<file path="config.mk">
export PLATFORM = sky130hd
export DESIGN_NAME = edge_detect_mc_flat
export DESIGN_NICKNAME = d
export VERILOG_FILES = /design/src/rtl/edge_detect_pkg.sv /design/src/rtl/edge_detect_mc_if.sv /design/src/rtl/edge_chan.sv /design/src/rtl/edge_detect_mc.sv /design/src/flat_wrapper.sv
export SDC_FILE = /design/constraint.sdc
export NUM_CORES = 1
export LEC_CHECK = 0
export BUFFER_PORTS_ARGS = -buffer_cell sky130_fd_sc_hd__clkbuf_2
export CORE_ASPECT_RATIO = 1.2
export CORE_MARGIN = 10
export CORE_UTILIZATION = 49
export CTS_CLUSTER_DIAMETER = 120
export CTS_CLUSTER_SIZE = 8
export DETAILED_ROUTE_END_ITERATION = 16
export PLACE_DENSITY_LB_ADDON = 0.1
export REMOVE_ABC_BUFFERS = 1
export SLEW_MARGIN = 0
export SYNTH_ARGS = -nofsm -noshare
export SYNTH_HDL_FRONTEND = slang
export SYNTH_SLANG_ARGS = --single-unit
</file>
<file path="constraint.sdc">
create_clock -name clk -period 2.29 [get_ports clk]
set_input_delay 0.3435 -clock clk [delete_from_list [all_inputs] [get_ports clk]]
set_output_delay 0.3435 -clock clk [all_outputs]
set_load 0.05 [all_outputs]
</file>
<file path="src/rtl/edge_detect_pkg.sv">
// rtl/edge_detect_pkg.sv - mode encodings and event qualification for edge_detect_mc
package edge_detect_pkg;

    typedef logic [1:0] edge_mode_t;

    localparam edge_mode_t EDGE_OFF  = 2'b00;
    localparam edge_mode_t EDGE_RISE = 2'b01;
    localparam edge_mode_t EDGE_FALL = 2'b10;
    localparam edge_mode_t EDGE_BOTH = 2'b11;

    function automatic logic edge_event(input edge_mode_t mode, input logic rise, input logic fall);
        logic ev;
        ev = 1'b0;
        case (mode)
            EDGE_OFF:  ev = 1'b0;
            EDGE_RISE: ev = rise;
            EDGE_FALL: ev = fall;
            EDGE_BOTH: ev = rise | fall;
        endcase
        return ev;
    endfunction

endpackage

</file>
<file path="src/rtl/edge_detect_mc_if.sv">
// rtl/edge_detect_mc_if.sv - channel inputs, per-channel mode/clear and edge/status outputs
interface edge_detect_mc_if #(
    parameter int CH = 4
);
    logic [CH-1:0]   din;
    logic [2*CH-1:0] mode;
    logic [CH-1:0]   clr;
    logic [CH-1:0]   posEdge;
    logic [CH-1:0]   negEdge;
    logic [CH-1:0]   dualEdge;
    logic [CH-1:0]   status;
    logic            irq;

    modport master (
        output din, mode, clr,
        input  posEdge, negEdge, dualEdge, status, irq
    );

    modport slave (
        input  din, mode, clr,
        output posEdge, negEdge, dualEdge, status, irq
    );
endinterface

</file>
<file path="src/rtl/edge_chan.sv">
// rtl/edge_chan.sv - one channel: synchroniser, optional glitch filter (EDGE_DETECT_FILT_EN), edge pulses, sticky status
module edge_chan
    import edge_detect_pkg::*;
#(
    parameter int SYNC_STAGES = 2
`ifdef EDGE_DETECT_FILT_EN
    , parameter int FILT_CNT = 3
`endif
) (
    input  logic       clk,
    input  logic       rst,
    input  logic       din_i,
    input  edge_mode_t mode_i,
    input  logic       clr_i,
    input  logic       armed_i,
    output logic       pos_o,
    output logic       neg_o,
    output logic       dual_o,
    output logic       status_o,
    output logic       status_d_o
);

    logic [SYNC_STAGES-1:0] sync_q;
    logic                   s_out;
    logic                   lvl;

    always_ff @(posedge clk or negedge rst) begin
        if (!rst) begin
            sync_q <= '0;
        end else begin
            sync_q <= {sync_q[SYNC_STAGES-2:0], din_i};
        end
    end

    assign s_out = sync_q[SYNC_STAGES-1];

`ifdef EDGE_DETECT_FILT_EN
    localparam int CW = $clog2(FILT_CNT + 1);

    logic [CW-1:0] cnt_q, cnt_d;
    logic          lvl_q, lvl_d;

    // Counter only runs while the synchronised input disagrees with the accepted level.
    always_comb begin
        cnt_d = '0;
        lvl_d = lvl_q;
        if (s_out != lvl_q) begin
            if (cnt_q == CW'(FILT_CNT - 1)) begin
                lvl_d = s_out;
            end else begin
                cnt_d = cnt_q + 1'b1;
            end
        end
    end

    always_ff @(posedge clk or negedge rst) begin
        if (!rst) begin
            cnt_q <= '0;
            lvl_q <= 1'b0;
        end else begin
            cnt_q <= cnt_d;
            lvl_q <= lvl_d;
        end
    end

    assign lvl = lvl_q;
`else
    assign lvl = s_out;
`endif

    logic prev_q, pos_q, neg_q, dual_q, status_q;
    logic pos_d, neg_d, status_d;

    // prev follows lvl even while disarmed, so a level present at reset release never looks like an edge.
    always_comb begin
        pos_d    = armed_i & lvl & ~prev_q;
        neg_d    = armed_i & ~lvl & prev_q;
        status_d = edge_event(mode_i, pos_d, neg_d) | (status_q & ~clr_i);
    end

    always_ff @(posedge clk or negedge rst) begin
        if (!rst) begin
            prev_q   <= 1'b0;
            pos_q    <= 1'b0;
            neg_q    <= 1'b0;
            dual_q   <= 1'b0;
            status_q <= 1'b0;
        end else begin
            prev_q   <= lvl;
            pos_q    <= pos_d;
            neg_q    <= neg_d;
            dual_q   <= pos_d | neg_d;
            status_q <= status_d;
        end
    end

    assign pos_o      = pos_q;
    assign neg_o      = neg_q;
    assign dual_o     = dual_q;
    assign status_o   = status_q;
    assign status_d_o = status_d;

endmodule

</file>
<file path="src/rtl/edge_detect_mc.sv">
// rtl/edge_detect_mc.sv - multi-channel edge detector top: arm counter, channel array, irq (filter via EDGE_DETECT_FILT_EN)
module edge_detect_mc
    import edge_detect_pkg::*;
#(
    parameter int CH          = 4,
    parameter int SYNC_STAGES = 2,
    parameter int FILT_CNT    = 3
) (
    input  logic             clk,
    input  logic             rst,
    edge_detect_mc_if.slave  bus
);

`ifdef EDGE_DETECT_FILT_EN
    localparam int ARM_CYC = SYNC_STAGES + FILT_CNT + 1;
`else
    localparam int ARM_CYC = SYNC_STAGES + 1;
`endif
    // Sized for the longer (filtered) window so both builds share one counter width.
    localparam int ARM_W = $clog2(SYNC_STAGES + FILT_CNT + 2);

    logic [ARM_W-1:0] arm_q, arm_d;
    logic             armed;

    assign armed = (arm_q == ARM_W'(ARM_CYC));
    assign arm_d = armed ? arm_q : arm_q + 1'b1;

    logic [CH-1:0] pos, neg, dual, status, status_d;
    logic          irq_q;

    always_ff @(posedge clk or negedge rst) begin
        if (!rst) begin
            arm_q <= '0;
            irq_q <= 1'b0;
        end else begin
            arm_q <= arm_d;
            irq_q <= |status_d;
        end
    end

    for (genvar i = 0; i < CH; i++) begin : g_ch
        edge_chan #(
            .SYNC_STAGES (SYNC_STAGES)
`ifdef EDGE_DETECT_FILT_EN
            , .FILT_CNT  (FILT_CNT)
`endif
        ) u_chan (
            .clk        (clk),
            .rst        (rst),
            .din_i      (bus.din[i]),
            .mode_i     (bus.mode[2*i +: 2]),
            .clr_i      (bus.clr[i]),
            .armed_i    (armed),
            .pos_o      (pos[i]),
            .neg_o      (neg[i]),
            .dual_o     (dual[i]),
            .status_o   (status[i]),
            .status_d_o (status_d[i])
        );
    end

    assign bus.posEdge  = pos;
    assign bus.negEdge  = neg;
    assign bus.dualEdge = dual;
    assign bus.status   = status;
    assign bus.irq      = irq_q;

endmodule

</file>
<file path="src/flat_wrapper.sv">
// flat-port wrapper written by rule: the top's interface ports become plain ports
module edge_detect_mc_flat import edge_detect_pkg::*;
#(
    parameter int CH          = 4,
    parameter int SYNC_STAGES = 2,
    parameter int FILT_CNT    = 3
)
  (clk, rst, bus_din, bus_mode, bus_clr, bus_posEdge, bus_negEdge, bus_dualEdge, bus_status, bus_irq);
  edge_detect_mc_if #(.CH(CH)) bus_i ();
  input  logic clk;
  input  logic rst;
  input wire logic [$bits(bus_i.din)-1:0] bus_din;
  input wire logic [$bits(bus_i.mode)-1:0] bus_mode;
  input wire logic [$bits(bus_i.clr)-1:0] bus_clr;
  output wire logic [$bits(bus_i.posEdge)-1:0] bus_posEdge;
  output wire logic [$bits(bus_i.negEdge)-1:0] bus_negEdge;
  output wire logic [$bits(bus_i.dualEdge)-1:0] bus_dualEdge;
  output wire logic [$bits(bus_i.status)-1:0] bus_status;
  output wire logic [$bits(bus_i.irq)-1:0] bus_irq;
  assign bus_i.din = bus_din;
  assign bus_i.mode = bus_mode;
  assign bus_i.clr = bus_clr;
  assign bus_posEdge = bus_i.posEdge;
  assign bus_negEdge = bus_i.negEdge;
  assign bus_dualEdge = bus_i.dualEdge;
  assign bus_status = bus_i.status;
  assign bus_irq = bus_i.irq;
  edge_detect_mc #(.CH(CH), .SYNC_STAGES(SYNC_STAGES), .FILT_CNT(FILT_CNT)) u_core (.clk(clk), .rst(rst), .bus(bus_i));
endmodule
</file>
==> results.md, run 1 <==
- Top cells by count, synth: dfrtp_1, buf_4, and3b_1
- Final period util: 0.9525
- Clk pin slew, worst setup/hold paths: roughly 0.09 ns
- Crit path largest cell delay: between 0.5 and 0.6 ns
- Critical Path AT: roughly 2.4 ns
- Outcome: finished, final reports clean
- Final net count: 120
- Crit. path cell count: 5
- Power per standard cell area: between 800 and 900 nW/um^2
- Post-Synth Adder-Cell Area: 0.02139
- Root Buffer: clkbuf_4
- Largest net degree at the start of global routing: 33
- Core area: ~2300 sq um
- Cts repair resizes: 0
- Initial antenna violation count: 0
- Max cap viols: 0
- DR vias: between 600 and 700
- CTS H-tree depth: 2
- Flops & latches, synth: 32
- Postcts setup bufs: 0
- Slowest cell on crit path: or4_4
- Post-synth EDFFs: 0
- Clock Sinks: 32
- Clock Skew: 0.007190 ns
- Maximum clock rate: 458.4 MHz
- Async S/R FF share, synth: 1.000
- Cells on worst reg2reg path: 5
- DRC errors left: 0
- Die width: roughly 65 um
- Fraction of layout cells with a size suffix above 1: 0.4752
- Post-synthesis xor/xnor area fraction: 0.007487
- Fin area: 1306 sq um
- Area grow syn2layout: 11.66%
- Buffers & Inverters on Critical Path: 0
- Count leader, synth: dfrtp_1
- Post-synth top area cell: dfrtp_1
- Delay-heaviest family, CP: simple AND/OR/NAND/NOR gates
- Vert. Die Dim: 73.53 um
- Initial core utilization: 0.5126
- Hold/Removal Path Class: in -> async
- CP dominant cell by count: ha_1
- Crit Path Class: reg -> reg
- Remaining antenna violation count: 0
- Placed inst area: about 1200 sq um
- Setup TNS: 0 ns
- Max Root-Sink Buffers: 2
- Worst flop-to-flop path endpoint: u_core.bus.irq
- Crit path capture type: flop
- Row count: 19
- Worst r2r src: u_core.arm_q[0]
- Final Hold Vio Count: 0
- Placed Cells: about 120
- RSZ-0062 raised after global routing: no
- Worst path required time: 2.48 ns
- Synth top area share: 0.6845
- Yosys cell types: 14
- IO Pins: 35
- Wirelength per Cell: roughly 14 um
- Synth warnings: 0
- Fin. max-slew vios: 0
- Tmin final: 2.181 ns
- Die area: 4750 sq um
- CTS tree: built
- Mux cell area share after synthesis: 0.01818
- GP Congestion: approximately 0.7
- Main synth FF type: dfrtp_1
- Mapped Area: ~1200 sq um
- Slew headroom: 0.5118
- Startpoint types: flop
- Diode count: 0
- Worst-Margin Slew: approximately 0.73 ns
- Area contributors post-synth: dfrtp_1, buf_4, and3b_1
- Simple-gate share of the synthesized area: 0.1187
- Vias in the first global route: about 670
- Finish-stage setup viols: 0
- Gr ovfl total: 0
- Total track usage: 0.08638
- Post-Route WL: approximately 1800 um
- Compound-cell area share of the yosys netlist: 0.03422
- Critical-path cell list: ha_1, ha_1, and3b_1, a221o_1, or4_4
- Initial DRC count: 8
- Maximum fanout along the worst path: 11
- Seq/Total Area, Yosys: 0.6845
- Cells after Synth: between 70 and 80
- First-pass GRT wire length: around 3100 um
- DR vias/cell: ~4.6
- Hpwl dp: roughly 1400 um
- Reg2Reg Setup Slack: between 0.1 and 0.15 ns
- CTS Buf Count: 5
- Largest family of logic cells by synthesized area: simple AND/OR/NAND/NOR gates
- Finished Layout Cells: between 100 and 150
- P_leak: 0.6769 nW
- Hold buffers post-CTS: 0
- Worst IR drop on VDD: 503.8 uV
- Skew-Pair Late Insertion Delay: between 0.3 and 0.4 ns
- PortBufs: 34
- 1st-pass router iterations: 2
- Mapped Avg Cell Area: around 15 sq um
-- worst max-delay path by stage --
stage	from	end	slack, ns
after floorplan	u_core.arm_q[0]	u_core.bus.irq	0.22
after global placement	u_core.arm_q[0]	u_core.bus.irq	0.16
after detailed placement	u_core.arm_q[0]	u_core.bus.irq	0.11
after global routing	u_core.arm_q[0]	u_core.bus.irq	0.001
after CTS	u_core.arm_q[0]	u_core.bus.irq	0.09
final	u_core.arm_q[0]	u_core.bus.irq	0.11
-- area by class of cell --
| cell class | instances | area [sq um] |
|---|---|---|
| repair buffers | 34 | 170.2 |
| flip-flops and latches | 32 | 800.8 |
| well taps | 31 | 38.79 |
| inverters | 1 | 3.754 |
| clock buffers | 8 | 58.81 |
| multi-input cells | 26 | 234.0 |
| fillers | 214 | 975.9 |
-- state kept, by name (all words and copies together), names as in the netlist --
register / count
u_core.g_ch.u_chan.sync_q: 8
u_core.g_ch.u_chan.dual_o: 4
u_core.g_ch.u_chan.neg_o: 4
u_core.g_ch.u_chan.pos_o: 4
u_core.g_ch.u_chan.prev_q: 4
u_core.g_ch.u_chan.status_o: 4
u_core.arm_q: 3
u_core.bus.irq: 1
-- placed cells by master, fill, tap and decap left out --
cell	Yosys	routed
or4_4	1	1
inv_1	1	1
clkbuf_4	0	5
a221o_1	4	4
nor2b_1	4	4
and3b_4	2	2
clkbuf_8	0	1
dfrtp_1	32	32
mux2i_1	1	1
and3b_1	6	6
clkbuf_1	0	2
ha_1	2	2
or2_2	4	4
mux2_2	1	1
clkbuf_2	0	34
xnor2_1	1	1
-- logic make-up (layout without fill, tap and decap cells) --
family / after synthesis / count (layout)
xor+xnor: 1 / 1
buf+inv: 18 / 43
mux: 2 / 2
flops: 32 / 32
simple gates: 17 / 17
fa+ha+maj: 2 / 2
compound gates: 4 / 4
-- per-layer routing --
metal / vias to the layer above / routed length, um / global-route usage
met5: - / 0 / 0
met4: 0 / 46 / 0.05000
met3: 5 / 163 / 0.06535
met2: 25 / 855 / 0.1283
met1: 294 / 725 / 0.08501
li1: 287 / - / -
-- metrics by stage --
| stage | hold WS [ns] | setup WS (ns) | utilization | total power [mW] |
|---|---|---|---|---|
| after floorplan | 0.04791 | 0.2235 | - | 0.7300 |
| after global placement | 0.3323 | 0.1570 | 0.5466 | 0.7863 |
| after detailed placement | 0.3347 | 0.1077 | 0.5466 | 0.7878 |
| after CTS | 0.09261 | 0.08974 | 0.5724 | 1.105 |
| after global routing | 0.09398 | 0.001498 | 0.5724 | 1.151 |
| final | 0.07148 | 0.1087 | 0.5724 | 1.088 |
-- power breakdown --
group | internal [mW] | switching [mW] | total [mW]
Combinational | 0.0466 | 0.117 | 0.164
Sequential | 0.597 | 0.0116 | 0.609
Clock | 0.151 | 0.164 | 0.315
Note: power is estimated with default switching activity, not from simulation.
==> run 2, diff against run 1 <==
--- a/config.mk
+++ b/config.mk
@@ -7,7 +7,6 @@
 export LEC_CHECK = 0
 export BUFFER_PORTS_ARGS = -buffer_cell sky130_fd_sc_hd__clkbuf_2
 export CORE_ASPECT_RATIO = 1.2
-export CORE_MARGIN = 10
 export CORE_UTILIZATION = 49
 export CTS_CLUSTER_DIAMETER = 120
 export CTS_CLUSTER_SIZE = 8
==> run 2 against run 1 <==
Effect of this change:
- routed wire length is 14% lower
- sequential share of layout area stayed put
- final cell count stayed put
- critical path type unchanged
- largest cell class unchanged
- core utilization stayed put
- largest power group unchanged
==> results.md, run 2 (synthesis gave the netlist of run 1 again) <==
- Outcome: finished, final reports clean
- Post-Route WL: between 1500 and 2000 um
- Tmin final: about 2.2 ns
- Clock Sinks: 32
- Hold buffers post-CTS: 0
- Skew-Pair Late Insertion Delay: roughly 0.33 ns
- DR vias/cell: roughly 4.8
- CTS tree: built
- PortBufs: 34
- Clock power frac: 0.295
- 1st-pass router iterations: 3
- Max FFs per register: 8
- Row count: 19
- Postcts setup bufs: 0
- Fraction of layout cells with a size suffix above 1: 0.4752
- Worst-Margin Slew: between 0.7 and 0.8 ns
- Core area: roughly 2300 sq um
- Root Buffer: clkbuf_4
- Gr ovfl total: 0
- DR vias: roughly 630
- Vias in the first global route: ~600
- Finish-stage setup viols: 0
- Worst path required time: about 2.5 ns
- Fin worst setup slack: between 0.08 and 0.09 ns
- Most frequent cells in the layout: clkbuf_2, dfrtp_1, and3b_1
- IO Pins: 35
- Setup TNS: 0 ns
- Cts repair resizes: 0
- Pre-CTS setup slack: slightly above 0.1 ns
- First-pass GRT wire length: between 2000 and 3000 um
- Diode count: 0
- Max Root-Sink Buffers: 2
- CTS Buf Count: 5
- Initial antenna violation count: 0
- Final net count: 120
- Final Core Density: 0.5724
- Maximum fanout along the worst path: 11
- Placed Cells: 124
- Crit Path Class: reg -> reg
- P_int: slightly below 0.8 mW
- Crit path capture type: flop
- Maximum clock rate: 453.8 MHz
- Slowest cell on crit path: or4_4
- Critical-path cell list: ha_1, ha_1, and3b_1, a221o_1, or4_4
- Crit path largest cell delay: about 0.53 ns
- Largest net degree at the start of global routing: 33
- Slew headroom: 0.5036
- Area grow syn2layout: 11.66%
- Fill count: ~210
- Clock Skew: about 0.007 ns
- Wirelength per Cell: around 12 um
- Die width: about 47 um
- Final Hold Vio Count: 0
- Initial core utilization: 0.5126
- Worst IR drop on VDD: 487.8 uV
- Finished Layout Cells: 132
- Commonest non-fill, non-tap cell in the layout: clkbuf_2
- Hold/Removal Path Class: in -> async
- Fin. max-slew vios: 0
- Switching share of total power: 0.2742
- Clk pin slew, worst setup/hold paths: around 0.09 ns
- Power per standard cell area: roughly 840 nW/um^2
- PnR Total Power: 1.095 mW
- Die area: ~2600 sq um
- Startpoint types: flop
- CTS H-tree depth: 2
- GP Congestion: approximately 0.73
- Most flop-heavy register: u_core.g_ch.u_chan.sync_q
- Cells on worst reg2reg path: 5
- Critical Path AT: ~2.4 ns
- Max cap viols: 0
- Sequential power share: 0.556
- Switch Pwr: around 0.3 mW
- Initial DRC count: 10
- P_leak: a little under 0.7 nW
- CP dominant cell by count: ha_1
- Remaining antenna violation count: 0
- Vert. Die Dim: between 50 and 60 um
- RSZ-0062 raised after global routing: no
- DRC errors left: 0
- Total track usage: 0.1515
- Final period util: 0.9623
- Comb pwr share: 0.149
==> run 2: worst paths after layout <==
kind	end	start	slack, ns
worst min-delay path	u_core.g_ch[3].u_chan.dual_o	rst	0.06
worst max-delay path	u_core.bus.irq	u_core.arm_q[0]	0.09
min in group clk	u_core.g_ch[1].u_chan.sync_q[0]	bus_din[1]	0.12
worst min register to register	u_core.g_ch[2].u_chan.sync_q[1]	u_core.g_ch[2].u_chan.sync_q[0]	0.35
worst max register to register	u_core.bus.irq	u_core.arm_q[0]	0.09
max in group asynchronous	u_core.g_ch[2].u_chan.dual_o	rst	1.75
==> run 2: layout make-up <==
class | count | area, sq um | share of cell area
timing repair buffer | 34 | 170.2 | 0.1303
clock buffer | 8 | 58.81 | 0.04502
sequential | 32 | 800.8 | 0.6130
tap | 31 | 38.79 | 0.02969
multi-input combinational | 26 | 234.0 | 0.1791
inverter | 1 | 3.754 | 0.002874
==> run 2: power groups by stage <==
| stage | clock (mW) | sequential (mW) | combinational [mW] |
|---|---|---|---|
| final | 0.323 | 0.609 | 0.163 |
| after global routing | 0.359 | 0.614 | 0.174 |
| after CTS | 0.337 | 0.610 | 0.165 |
| after detailed placement | 0 | 0.621 | 0.164 |
| after global placement | 0 | 0.620 | 0.164 |
| after floorplan | 0 | 0.700 | 0.0302 |
==> run 2: worst max-delay path: cells and delay by family, from the launching register on <==
family                   cells  cell delay (ns)
flip-flops                   1             0.40
AND/OR/NAND/NOR              2             0.80
AO/OA/AOI/OAI                1             0.37
adder cells (fa/ha/maj)      2             0.52
==> run 2: layer usage <==
metal	vias up	track usage	routed length (um)
li1	287	-	-
met1	307	0.1644	632
met2	26	0.2202	736
met3	7	0.07843	116
met4	0	0.1008	50
met5	-	0	0
==> run 2: per-stage QoR <==
stage | cell area, sq um | hold slack (ns)
global route | 1306 | 0.09758
finish | 1306 | 0.06345
floorplan | 1039 | 0.04791
CTS | 1306 | 0.08135
detailed placement | 1247 | 0.3347
global placement | 1247 | 0.3317
==> run 3, diff against run 2 <==
--- a/config.mk
+++ b/config.mk
@@ -13,6 +13,7 @@
 export DETAILED_ROUTE_END_ITERATION = 16
 export PLACE_DENSITY_LB_ADDON = 0.1
 export REMOVE_ABC_BUFFERS = 1
+export SETUP_SLACK_MARGIN = 0.3
 export SLEW_MARGIN = 0
 export SYNTH_ARGS = -nofsm -noshare
 export SYNTH_HDL_FRONTEND = slang
==> run 3 against run 2 <==
Effect of this change:
- sequential share of layout area is 2.0 points lower
- non-clock buffer count is 4 higher
- worst hold slack hardly changed
- design area is 3.4% higher
- fmax is 12% higher
- flip-flop and latch count stayed put
- final cell count is 3.0% higher
- core utilization is 2.0 points higher
- global-route usage is 0.20 points higher
- clock skew hardly changed
==> results.md, run 3 (synthesis gave the netlist of run 1 again) <==
- Vert. Die Dim: around 56 um
- Core area: between 2000 and 2500 sq um
- Max FFs per register: 8
- Cells on worst reg2reg path: 5
- Fraction of layout cells with a size suffix above 1: 0.5143
- Max cap viols: 0
- P_leak: between 0.6 and 0.7 nW
- Remaining antenna violation count: 0
- Clock Sinks: 32
- Setup TNS: 0 ns
- 1st-pass router iterations: 3
- Buffers & Inverters on Critical Path: 0
- Row count: 19
- Largest net degree at the start of global routing: 33
- Maximum fanout along the worst path: 10
- Critical Path AT: about 2.2 ns
- Worst-Margin Slew: 0.7442 ns
- Delay-heaviest family, CP: simple AND/OR/NAND/NOR gates
- Clock Skew: slightly above 0.007 ns
- Die area: around 2600 sq um
- Final net count: 124
- Critical-path cell list: ha_2, ha_4, and3b_1, a221o_1, or4_4
- Vias in the first global route: 618
- Diode count: 0
- Tmin final: about 2 ns
- Initial core utilization: 0.5126
- Final period util: 0.8622
- Area grow syn2layout: 15.51%
- PortBufs: 34
- Fin area: roughly 1400 sq um
- Most flop-heavy register: u_core.g_ch.u_chan.sync_q
- Crit path largest cell delay: around 0.53 ns
- Gr ovfl total: 0
- Commonest non-fill, non-tap cell in the layout: clkbuf_2
- Die width: 46.61 um
- Maximum clock rate: between 500 and 600 MHz
- CTS Buf Count: 5
- Power per standard cell area: ~810 nW/um^2
- CTS tree: built
- Slew headroom: 0.5039
- Crit path capture type: flop
- Worst path required time: between 2 and 3 ns
- Finish-stage setup viols: 0
- GP Congestion: 0.7253
- Met3 Routed Length: about 120 um
- DR vias/cell: 4.728
- Initial DRC count: 10
- Crit. path cell count: 5
- M1 WL: ~630 um
- Final Hold Vio Count: 0
- WL met2: 770 um
- Crit Path Class: reg -> reg
- Placed inst area: 1247 sq um
- Initial antenna violation count: 0
- Skew-Pair Late Insertion Delay: roughly 0.33 ns
- Hold/Removal Path Class: in -> async
- IO Pins: 35
- Clk pin slew, worst setup/hold paths: about 0.090 ns
- Max Used Layer: met4
- Startpoint types: flop
- First-pass GRT wire length: roughly 2600 um
- Final Core Density: 0.5921
- Post-Route WL: 1570 um
- Slowest cell on crit path: or4_4
- CTS H-tree depth: 2
- DRC errors left: 0
- PnR Total Power: around 1.1 mW
- Outcome: finished, final reports clean
- Most frequent cells in the layout: clkbuf_2, dfrtp_1, and3b_1
- Max Root-Sink Buffers: 2
- Total track usage: 0.1534
- Root Buffer: clkbuf_4
- Fin. max-slew vios: 0
- Wirelength per Cell: about 12 um
- Hold buffers post-CTS: 0
- DR vias: between 600 and 700
- Worst IR drop on VDD: approximately 500 uV
- RSZ-0062 raised after global routing: yes
run 3: changes by cell type in the layout (fill, tap and decap cells not counted):
| cell | change |
|---|---|
| ha_2 | +1 |
| ha_1 | -2 |
| buf_4 | +4 |
| ha_4 | +1 |
run 3: cell type report:
class                      instances  area (sq um)
timing repair buffer              38         200.2
tap                               31         38.79
sequential                        32         800.8
inverter                           1         3.754
multi-input combinational         26         249.0
clock buffer                       8         58.81
fill                             210         930.9
run 3: stage by stage:
stage / hold slack [ns] / instances / setup slack, ns
2_1_floorplan: 0.04791 / 59 / 0.2235
6_report: 0.06349 / 136 / 0.3157
5_1_grt: 0.09758 / 136 / 0.2693
4_1_cts: 0.08135 / 135 / 0.3188
3_5_place_dp: 0.3347 / 124 / 0.1030
3_3_place_gp: 0.3317 / 124 / 0.1559
run 3: repair_timing:
item                                    in CTS  in global routing
endpoints found under the setup margin       1                  1
gates resized for setup                      3                  0
pin swaps                                    1                  0
buffers inserted                             3                  1
run 3: path summary, 6_finish.rpt:
kind                                                  from  slack [ns]                              end
min                                                    rst        0.06     u_core.g_ch[3].u_chan.dual_o
min in group clk                                bus_din[1]        0.12  u_core.g_ch[1].u_chan.sync_q[0]
max reg2reg                                u_core.arm_q[0]        0.32                   u_core.bus.irq
max in group asynchronous                              rst        1.75     u_core.g_ch[2].u_chan.dual_o
min reg2reg                u_core.g_ch[2].u_chan.sync_q[0]        0.35  u_core.g_ch[2].u_chan.sync_q[1]
max                                        u_core.arm_q[0]        0.32                   u_core.bus.irq
run 3: power breakdown:
part           switching [mW]  total [mW]  internal, mW
clock                   0.172       0.324         0.151
combinational           0.116       0.163        0.0466
sequential             0.0120       0.609         0.597
total                   0.301        1.10         0.795
run 3: metal layers:
layer  track usage  vias to the layer above
met5             0                        -
met4        0.1008                        0
met3       0.07843                        7
met2        0.2282                       26
met1        0.1622                      316
li1              -                      294
